### src/rtl/pe_fusion_acc_if.sv
// Beat/result bundle for pe_fusion_acc: packed operand bricks and control in,
// accumulated result handshake out.
interface pe_fusion_acc_if #(
    parameter int N_BRICK = 16,
    parameter int ACC_W   = 32
);
    logic [2*N_BRICK-1:0] i_activation;
    logic [2*N_BRICK-1:0] i_weight;
    logic                 i_A_signed;
    logic                 i_W_signed;
    logic [3:0]           i_shift_amount;
    logic                 i_valid;
    logic                 i_last;
    logic                 o_in_ready;
    logic                 o_valid;
    logic                 i_ready;
    logic [ACC_W-1:0]     o_acc;
    logic                 o_overflow;

    modport master (
        output i_activation, i_weight, i_A_signed, i_W_signed, i_shift_amount,
        output i_valid, i_last, i_ready,
        input  o_in_ready, o_valid, o_acc, o_overflow
    );

    modport slave (
        input  i_activation, i_weight, i_A_signed, i_W_signed, i_shift_amount,
        input  i_valid, i_last, i_ready,
        output o_in_ready, o_valid, o_acc, o_overflow
    );
endinterface

### src/rtl/pe_fusion_acc.sv
// Brick-serial fused multiply-accumulate PE: sums 2-bit brick products, shifts,
// and accumulates a group of beats with signed saturation, then holds the result.
module pe_fusion_acc #(
    parameter int N_BRICK = 16,
    parameter int ACC_W   = 32
) (
    input  logic          i_clk,
    input  logic          i_rst,
    pe_fusion_acc_if.slave bus
);
    localparam int SUM_W = 5 + $clog2(N_BRICK);
    localparam logic [ACC_W-1:0] ACC_MAX = {1'b0, {(ACC_W-1){1'b1}}};
    localparam logic [ACC_W-1:0] ACC_MIN = {1'b1, {(ACC_W-1){1'b0}}};

    typedef enum logic [1:0] {ACCUM, DRAIN, HOLD} state_t;

    state_t state_reg, state_next;

    logic signed [4:0]       prod [N_BRICK];
    logic signed [SUM_W-1:0] brick_sum;
    logic [ACC_W-1:0]        shifted_sum;

    logic [ACC_W-1:0] s1_data_reg;
    logic             s1_valid_reg;
    logic             s1_last_reg;
    logic [ACC_W-1:0] acc_reg;
    logic             overflow_reg;
    logic             out_valid_reg;

    logic             accept;
    logic             handshake;
    logic [ACC_W:0]   wide_sum;
    logic             sat_hi;
    logic             sat_lo;
    logic [ACC_W-1:0] sat_sum;

    // Each brick widened to 5 bits so the product (range -6..9) fits without loss.
    genvar gi;
    for (gi = 0; gi < N_BRICK; gi++) begin : g_brick
        logic [1:0]        a_bits;
        logic [1:0]        w_bits;
        logic signed [4:0] a_ext;
        logic signed [4:0] w_ext;
        assign a_bits   = bus.i_activation[2*gi +: 2];
        assign w_bits   = bus.i_weight[2*gi +: 2];
        assign a_ext    = {{3{bus.i_A_signed & a_bits[1]}}, a_bits};
        assign w_ext    = {{3{bus.i_W_signed & w_bits[1]}}, w_bits};
        assign prod[gi] = a_ext * w_ext;
    end

    always_comb begin
        brick_sum = '0;
        for (int k = 0; k < N_BRICK; k++) begin
            brick_sum = brick_sum + SUM_W'(prod[k]);
        end
    end

    assign shifted_sum = ACC_W'(brick_sum) << bus.i_shift_amount;

    assign accept    = bus.i_valid && (state_reg == ACCUM);
    assign handshake = out_valid_reg && bus.i_ready;

    // One extra bit exposes signed overflow as a mismatch of the top two bits.
    assign wide_sum = {acc_reg[ACC_W-1], acc_reg} + {s1_data_reg[ACC_W-1], s1_data_reg};
    assign sat_hi   = ~wide_sum[ACC_W] &  wide_sum[ACC_W-1];
    assign sat_lo   =  wide_sum[ACC_W] & ~wide_sum[ACC_W-1];
    assign sat_sum  = sat_hi ? ACC_MAX : (sat_lo ? ACC_MIN : wide_sum[ACC_W-1:0]);

    always_ff @(posedge i_clk or posedge i_rst) begin
        if (i_rst) begin
            state_reg <= ACCUM;
        end else begin
            state_reg <= state_next;
        end
    end

    always_comb begin
        state_next = state_reg;
        case (state_reg)
            ACCUM:   if (accept && bus.i_last) state_next = DRAIN;
            DRAIN:   state_next = HOLD;
            HOLD:    if (handshake) state_next = ACCUM;
            default: state_next = ACCUM;
        endcase
    end

    always_ff @(posedge i_clk or posedge i_rst) begin
        if (i_rst) begin
            s1_data_reg   <= '0;
            s1_valid_reg  <= 1'b0;
            s1_last_reg   <= 1'b0;
            acc_reg       <= '0;
            overflow_reg  <= 1'b0;
            out_valid_reg <= 1'b0;
        end else begin
            s1_valid_reg <= accept;
            if (accept) begin
                s1_data_reg <= shifted_sum;
                s1_last_reg <= bus.i_last;
            end
            if (handshake) begin
                acc_reg       <= '0;
                overflow_reg  <= 1'b0;
                out_valid_reg <= 1'b0;
            end else if (s1_valid_reg) begin
                acc_reg <= sat_sum;
                if (sat_hi || sat_lo) overflow_reg <= 1'b1;
                // The last beat of a group landing in the accumulator is what enters HOLD.
                if (s1_last_reg) out_valid_reg <= 1'b1;
            end
        end
    end

    assign bus.o_in_ready = (state_reg == ACCUM);
    assign bus.o_valid    = out_valid_reg;
    assign bus.o_acc      = acc_reg;
    assign bus.o_overflow = overflow_reg;
endmodule

### src/flat_wrapper.sv
// flat-port wrapper written by rule: the top's interface ports become plain ports
module pe_fusion_acc_flat 
#(
    parameter int N_BRICK = 16,
    parameter int ACC_W   = 32
)
  (i_clk, i_rst, bus_i_activation, bus_i_weight, bus_i_A_signed, bus_i_W_signed, bus_i_shift_amount, bus_i_valid, bus_i_last, bus_i_ready, bus_o_in_ready, bus_o_valid, bus_o_acc, bus_o_overflow);
  pe_fusion_acc_if #(.N_BRICK(N_BRICK), .ACC_W(ACC_W)) bus_i ();
  input  logic i_clk;
  input  logic i_rst;
  input wire logic [$bits(bus_i.i_activation)-1:0] bus_i_activation;
  input wire logic [$bits(bus_i.i_weight)-1:0] bus_i_weight;
  input wire logic [$bits(bus_i.i_A_signed)-1:0] bus_i_A_signed;
  input wire logic [$bits(bus_i.i_W_signed)-1:0] bus_i_W_signed;
  input wire logic [$bits(bus_i.i_shift_amount)-1:0] bus_i_shift_amount;
  input wire logic [$bits(bus_i.i_valid)-1:0] bus_i_valid;
  input wire logic [$bits(bus_i.i_last)-1:0] bus_i_last;
  input wire logic [$bits(bus_i.i_ready)-1:0] bus_i_ready;
  output wire logic [$bits(bus_i.o_in_ready)-1:0] bus_o_in_ready;
  output wire logic [$bits(bus_i.o_valid)-1:0] bus_o_valid;
  output wire logic [$bits(bus_i.o_acc)-1:0] bus_o_acc;
  output wire logic [$bits(bus_i.o_overflow)-1:0] bus_o_overflow;
  assign bus_i.i_activation = bus_i_activation;
  assign bus_i.i_weight = bus_i_weight;
  assign bus_i.i_A_signed = bus_i_A_signed;
  assign bus_i.i_W_signed = bus_i_W_signed;
  assign bus_i.i_shift_amount = bus_i_shift_amount;
  assign bus_i.i_valid = bus_i_valid;
  assign bus_i.i_last = bus_i_last;
  assign bus_i.i_ready = bus_i_ready;
  assign bus_o_in_ready = bus_i.o_in_ready;
  assign bus_o_valid = bus_i.o_valid;
  assign bus_o_acc = bus_i.o_acc;
  assign bus_o_overflow = bus_i.o_overflow;
  pe_fusion_acc #(.N_BRICK(N_BRICK), .ACC_W(ACC_W)) u_core (.i_clk(i_clk), .i_rst(i_rst), .bus(bus_i));
endmodule
### config.mk
export PLATFORM = sky130hd
export DESIGN_NAME = pe_fusion_acc_flat
export DESIGN_NICKNAME = d
export VERILOG_FILES = /design/src/rtl/pe_fusion_acc_if.sv /design/src/rtl/pe_fusion_acc.sv /design/src/flat_wrapper.sv
export SDC_FILE = /design/constraint.sdc
export NUM_CORES = 1
export LEC_CHECK = 0
export CORE_MARGIN = 2
export CORE_UTILIZATION = 50
export CTS_CLUSTER_SIZE = 8
export DETAILED_ROUTE_END_ITERATION = 6
export PLACE_DENSITY_LB_ADDON = 0.2
export RECOVER_POWER = 50
export SLEW_MARGIN = 10
export SYNTH_ARGS = -nofsm -noshare
export SYNTH_HDL_FRONTEND = slang
export SYNTH_SLANG_ARGS = --single-unit
### constraint.sdc
create_clock -name i_clk -period 3.66 [get_ports i_clk]
set_input_delay 0.915 -clock i_clk [delete_from_list [all_inputs] [get_ports i_clk]]
set_output_delay 0.915 -clock i_clk [all_outputs]
set_load 0.01 [all_outputs]
==> results of run 1 <==
==> per-stage QoR <==
stage | setup WS (ns) | util [%] | hold WS (ns) | cells
2_1_floorplan | -5.233 | - | 0.4473 | 1157
3_3_place_gp | -5.799 | 65.51 | 0.4630 | 1675
3_5_place_dp | -6.002 | 65.51 | 0.4695 | 1675
4_1_cts | -5.173 | 68.73 | 0.4765 | 1699
5_1_grt | -5.427 | 70.55 | 0.5083 | 1706
6_report | -5.131 | 70.55 | 0.4732 | 1706
==> cells in the final DEF, fill, tap and decap left out, drive strengths merged, types with 27 or more instances in the layout <==
cell,count
or2,34
buf,192
inv,178
and2,41
xor2,27
dfrtp,62
nand2,108
nor2,49
o21ai,47
clkdlybuf4s50,92
xnor2,72
fa,125
a21oi,61
nand3,36
ha,103
==> worst max-delay path by stage <==
stage	endpoint	from	depth (start not counted)
CTS	u_core.s1_data_reg[17]$_DFFE_PP0P_	bus_i_W_signed	35
finish	u_core.s1_data_reg[17]$_DFFE_PP0P_	bus_i_W_signed	36
global route	u_core.s1_data_reg[17]$_DFFE_PP0P_	bus_i_weight[4]	34
detailed placement	u_core.s1_data_reg[17]$_DFFE_PP0P_	bus_i_W_signed	33
floorplan	u_core.s1_data_reg[17]$_DFFE_PP0P_	bus_i_W_signed	34
global placement	u_core.s1_data_reg[17]$_DFFE_PP0P_	bus_i_W_signed	35
==> layout make-up <==
type | instances | area share [%]
inverters | 179 | 4.722
well taps | 270 | 2.374
clock inverters | 4 | 0.3165
flip-flops and latches | 62 | 10.91
repair buffers | 293 | 17.77
clock buffers | 12 | 1.803
multi-input cells | 886 | 62.10
==> kinds of logic (layout without fill, tap and decap cells) <==
group                      Yosys count  in the layout  synth area share [%]
DFF                                 62             62                 15.14
buffers and inverters              209            488                 7.678
AOI/OAI and AO/OA                  225            225                 14.56
adders and majority gates          228            228                 36.99
and+or+nand+nor                    320            320                 15.23
xor gates and xnor gates           101            101                 8.972
muxes                               12             12                 1.428
==> per-layer routing <==
| layer | vias up | share of wire, % | GRT usage, % |
|---|---|---|---|
| li1 | 4389 | - | - |
| met1 | 4396 | 40 | 29.05 |
| met3 | 45 | 3.5 | 1.957 |
| met5 | - | 0 | 0 |
| met4 | 0 | 2.2 | 7.500 |
| met2 | 223 | 54 | 45.65 |
==> timing repair <==
action,in CTS,in global routing
setup endpoints to repair,25,54
gates resized for setup,98,82
pin swaps,62,80
setup buffers,8,10
==> run_results.csv, run 1 <==
group,metric,value,unit
grt,overflow,0,
clock_tree,cts_tree,"done",
cells_and_area,area_growth,38.83,%
die,core,0.02017,mm2
worst_setup_path,path_buf_inv,9,
synthesis,ys.flop_type,"dfrtp_1",
synthesis,async_reset_ff_share,100.0,%
worst_setup_path,cp_data_required_time,3.88,ns
worst_hold_path,hold_end,"u_core.state_reg[1]$_DFFE_PP0P_",
synthesis,ys_top_cells_by_area,"fa_1 24%, dfrtp_1 15%, ha_1 13%",
worst_setup_path,crit_arrival,9.01,ns
sta,worstMarginPinSlew,1.359,ns
die,start_util,50.82,%
die,row_count,52,
grt,grt_max_degree,28,
worst_setup_path,r2r_end,"u_core.bus.o_acc[25]$_DFFE_PP0P_",
sta,rsz0062_at_grt,"true",
clock_tree,clockBufferDepth,2,
cells_and_area,layout.area.seq,0.001553,mm2
run_status,run_status,"complete, but fails checks",
sta,setup_violations,23,
placed_design,placed_cell_area,0.01321,mm2
synthesis,synth_top_area_share,24.41,%
cells_and_area,antennaDiodeCount,0,
cells_and_area,largest_reg_flops,32,
sta,finalWorstSetupSlack,-5.131,ns
synthesis,syn_inst,1157,
worst_setup_path,r2r_start,"u_core.bus.o_acc[1]$_DFFE_PP0P_",
synthesis,synth_area_per_cell,8.859,um2
grt,grtUsageTotal,24.13,%
clock_tree,clockRootBuffer,"clkbuf_16",
die,fp.dieH,147.2,um
synthesis,ys_seq_elements,62,
synthesis,synth_area,0.01025,mm2
cells_and_area,nets,1734,
synthesis,synth_fp_nets,1460,
sta,final.setup_skew,0.01084,ns
routing,ant_nets,0,
worst_setup_path,max_stage_delay,0.55,ns
worst_hold_path,hold_class,"reg2reg",
clock_tree,ctsHtreeMaxLevel,3,
synthesis,ys_seq_area_share,15.14,%
worst_setup_path,crit_path_frequent_cell,"fa_1",
routing,vias,9053,
die,die_w,147.2,um
grt,first_global_vias,9400,
clock_tree,clkTransAtPathRegs,0.05,ns
worst_setup_path,start_kind,"input port",
sta,period_minus_slack,8.791,ns
run_status,violations,"negative setup slack",
run,maxCapViolations,0,
cells_and_area,postLayoutCellArea,0.01423,mm2
die,die-area,0.02166,mm2
routing,wl_per_cell,15.16,um
grt,antenna_found_initial,0,
worst_setup_path,path_max_fanout,4,
worst_setup_path,crit_slowest_cell,"fa_1",
worst_setup_path,r2r_slack,0.05,ns
cells_and_area,drive_gt1_share,27.23,%
clock_tree,postCtsHoldBufs,0,
clock_tree,cts_made_buffers,9,
routing,detail_route.wirelength,25860,um
grt,grt_pass1_wl,42970,um
sta,max_freq,0.1138,GHz
synthesis,synth_edf_count,0,
synthesis,synthDistinctLibCells,67,
sta,tns,-109.67,ns
routing,dr.pass1.iters,6,
die,boundaryPins,110,
placed_design,dp_hpwl,21220,um
synthesis,synthTopCellsByCount,"178 x inv_1, 125 x fa_1, 108 x nand2_1, 103 x ha_1, 71 x xnor2_1",
synthesis,synth.most_common_cell,"inv_1",
placed_design,io_buffers,109,
routing,drc,0,
routing,drt_iter0_drc,361,
synthesis,ys_warn_count,0,
worst_hold_path,holdPathStages,1,
clock_tree,clk_latency,0.34,ns
sta,slew_headroom,9.372,%
clock_tree,clock_sinks,62,
cells_and_area,multiInputGateArea,0.008837,mm2
cells_and_area,nFillCells,1544,
worst_setup_path,reg2reg_depth,15,
sta,period_share,240.2,%
worst_setup_path,crit_family,"adder cells",
worst_setup_path,critPathCaptureType,"flop",
synthesis,synth_largest_area_cell,"fa_1",
sta,final_max_slew_viol_count,0,
routing,viasPerCell,5.307,
sta,hold_violations,0,
worst_hold_path,min_from,"u_core.state_reg[0]$_DFFE_PP0P_",
worst_setup_path,path_class,"in2reg",
placed_design,gp_congestion,0.9049,
Power of run 1 is left out: the tool's default activity adds up to more than one toggle a clock period on the data nets, which glitch-free logic cannot reach.
==> run 2: changes to the inputs <==
--- a/config.mk
+++ b/config.mk
@@ -15,3 +15,4 @@
 export SYNTH_ARGS = -nofsm -noshare
 export SYNTH_HDL_FRONTEND = slang
 export SYNTH_SLANG_ARGS = --single-unit
+export TNS_END_PERCENT = 1
==> run 2 against run 1 <==
- the run still ends with negative setup slack left
- cell count down 0.70%
- hold slack about the same
- register-to-register slack about the same
- maximum frequency up 0.41%
- first-iteration DRC count down 22%
- critical path depth down 2
- non-clock buffer count down 12
- global-route usage down 0.67 points
- sequential share of layout area up 0.29 points
- final area down 2.7%
- wire length down 3.8%
- die area unchanged
- critical path type unchanged
- highest routed layer unchanged
==> run_results.csv, run 2 (same netlist as run 1, synthesis figures left out) <==
group,metric,value,unit
grt,first_global_vias,9200,
routing,ant_nets,0,
routing,drt_iter0_drc,282,
run_status,run_status,"complete, but fails checks",
placed_design,post-place-ws,-6.097,ns
cells_and_area,antennaDiodeCount,0,
worst_setup_path,crit_arrival,8.98,ns
sta,tns,-108.75,ns
sta,finalWorstSetupSlack,-5.095,ns
grt,met2_usage,44.09,%
routing,drc,0,
grt,grt_busiest_layer,"met2",
worst_setup_path,cp_data_required_time,3.88,ns
routing,viasPerCell,5.236,
sta,slew_headroom,24.94,%
grt,antenna_found_initial,0,
die,row_count,52,
routing,vias,8869,
die,die-area,0.02166,mm2
clock_tree,clkTransAtPathRegs,0.06,ns
worst_setup_path,crit_path_frequent_cell,"fa_1",
grt,grtUsageTotal,23.46,%
die,start_util,50.82,%
clock_tree,clockRootBuffer,"clkbuf_16",
grt,overflow,0,
die,core,0.02017,mm2
sta,period_minus_slack,8.755,ns
grt,grt_use_met1,29.14,%
run,maxCapViolations,0,
die,fp.dieH,147.2,um
cells_and_area,drive_gt1_share,23.88,%
worst_setup_path,max_stage_delay,0.52,ns
sta,max_freq,0.1142,GHz
placed_design,io_buffers,109,
die,boundaryPins,110,
worst_setup_path,path_max_fanout,5,
clock_tree,postCtsHoldBufs,0,
routing,detail_route.wirelength,24880,um
cells_and_area,most-common-layout-cells,"167 x inv_1, 162 x buf_4, 121 x fa_1",
grt,grt_max_degree,34,
cells_and_area,nets,1722,
worst_hold_path,hold_class,"reg2reg",
sta,rsz0062_at_grt,"true",
cells_and_area,largest_reg_flops,32,
cells_and_area,fin_util,68.65,%
cells_and_area,final_common_cell,"inv_1",
sta,final_max_slew_viol_count,0,
sta,hold_violations,0,
grt,grtUsageMet3,1.708,%
sta,final.setup_skew,0.008452,ns
worst_setup_path,crit_slowest_cell,"fa_1",
clock_tree,cts_made_buffers,9,
die,die_w,147.2,um
cells_and_area,final_cells,1694,
placed_design,dp_hpwl,20860,um
sta,setup_violations,23,
placed_design,place_inst,1675,
clock_tree,ctsHtreeMaxLevel,3,
clock_tree,clock_sinks,62,
sta,worstMarginPinSlew,1.125,ns
clock_tree,cts_tree,"done",
routing,dr.pass1.iters,5,
grt,grt_pass1_wl,41960,um
placed_design,gp_congestion,0.9220,
worst_setup_path,critPathCaptureType,"flop",
sta,period_share,239.2,%
clock_tree,clk_latency,0.34,ns
clock_tree,clockBufferDepth,2,
worst_setup_path,path_class,"in2reg",
cells_and_area,area_growth,35.09,%
routing,wl_per_cell,14.69,um
worst_setup_path,start_kind,"input port",
run_status,violations,"negative setup slack",
## run 2: layer usage
metal,up-vias,part of all wire [%]
li1,4358,-
met1,4278,41
met2,197,54
met3,36,3.1
met4,0,1.8
met5,-,0
## run 2: repair_timing
action / in CTS / in global routing
setup buffers: 2 / 1
resized for setup: 84 / 87
pin swaps: 41 / 53
endpoints found under the setup margin: 51 / 55
## run 2: layout make-up
cell class	instances	area, um2
Inverter	179	674.4
Sequential cell	62	1551
Fill cell	1577	6322
Clock inverter	6	68.82
Timing Repair Buffer	281	2377
Multi-Input combinational cell	886	8598
Tap cell	270	337.8
Clock buffer	10	239.0
## run 2: critical path, delay by kind of cell
| family | cells | cell delay [ns] |
|---|---|---|
| adder cells (fa/ha/maj) | 12 | 4.85 |
| multiplexers | 1 | 0.51 |
| buffers and inverters | 9 | 0.48 |
| AND/OR/NAND/NOR | 4 | 0.86 |
| XOR/XNOR | 4 | 0.74 |
| AO/OA/AOI/OAI | 4 | 0.62 |
## run 2: final timing paths
check,startpoint,to,slack [ns],cells after the start
max,bus_i_W_signed,u_core.s1_data_reg[17]$_DFFE_PP0P_,-5.10,34
min,u_core.state_reg[0]$_DFFE_PP0P_,u_core.state_reg[1]$_DFFE_PP0P_,0.47,1
max reg2reg,u_core.bus.o_acc[18]$_DFFE_PP0P_,u_core.bus.o_acc[22]$_DFFE_PP0P_,0.05,13
min reg2reg,u_core.state_reg[0]$_DFFE_PP0P_,u_core.state_reg[1]$_DFFE_PP0P_,0.47,1
max in group asynchronous,i_rst,u_core.s1_data_reg[30]$_DFFE_PP0P_,0.96,3
min in group asynchronous,i_rst,u_core.state_reg[1]$_DFFE_PP0P_,1.30,2
## run 2: per-stage QoR
stage          hold slack (ns)  cell area (um2)
2_1_floorplan           0.4473            10450
3_3_place_gp            0.4591            12990
3_5_place_dp            0.4722            12990
4_1_cts                 0.4811            13520
5_1_grt                 0.5068            13850
6_report                0.4734            13850
Power of run 2 is left out for the same reason.
==> run 3: changes to the inputs <==
--- a/config.mk
+++ b/config.mk
@@ -5,6 +5,8 @@
 export SDC_FILE = /design/constraint.sdc
 export NUM_CORES = 1
 export LEC_CHECK = 0
+export ABC_CLOCK_PERIOD_IN_PS = 3660
+export CAP_MARGIN = 20
 export CORE_MARGIN = 2
 export CORE_UTILIZATION = 50
 export CTS_CLUSTER_SIZE = 8
==> results of run 3 <==
The final DEF is identical to that of run 2; final timing and power are the same.
Power of run 3 is left out for the same reason.
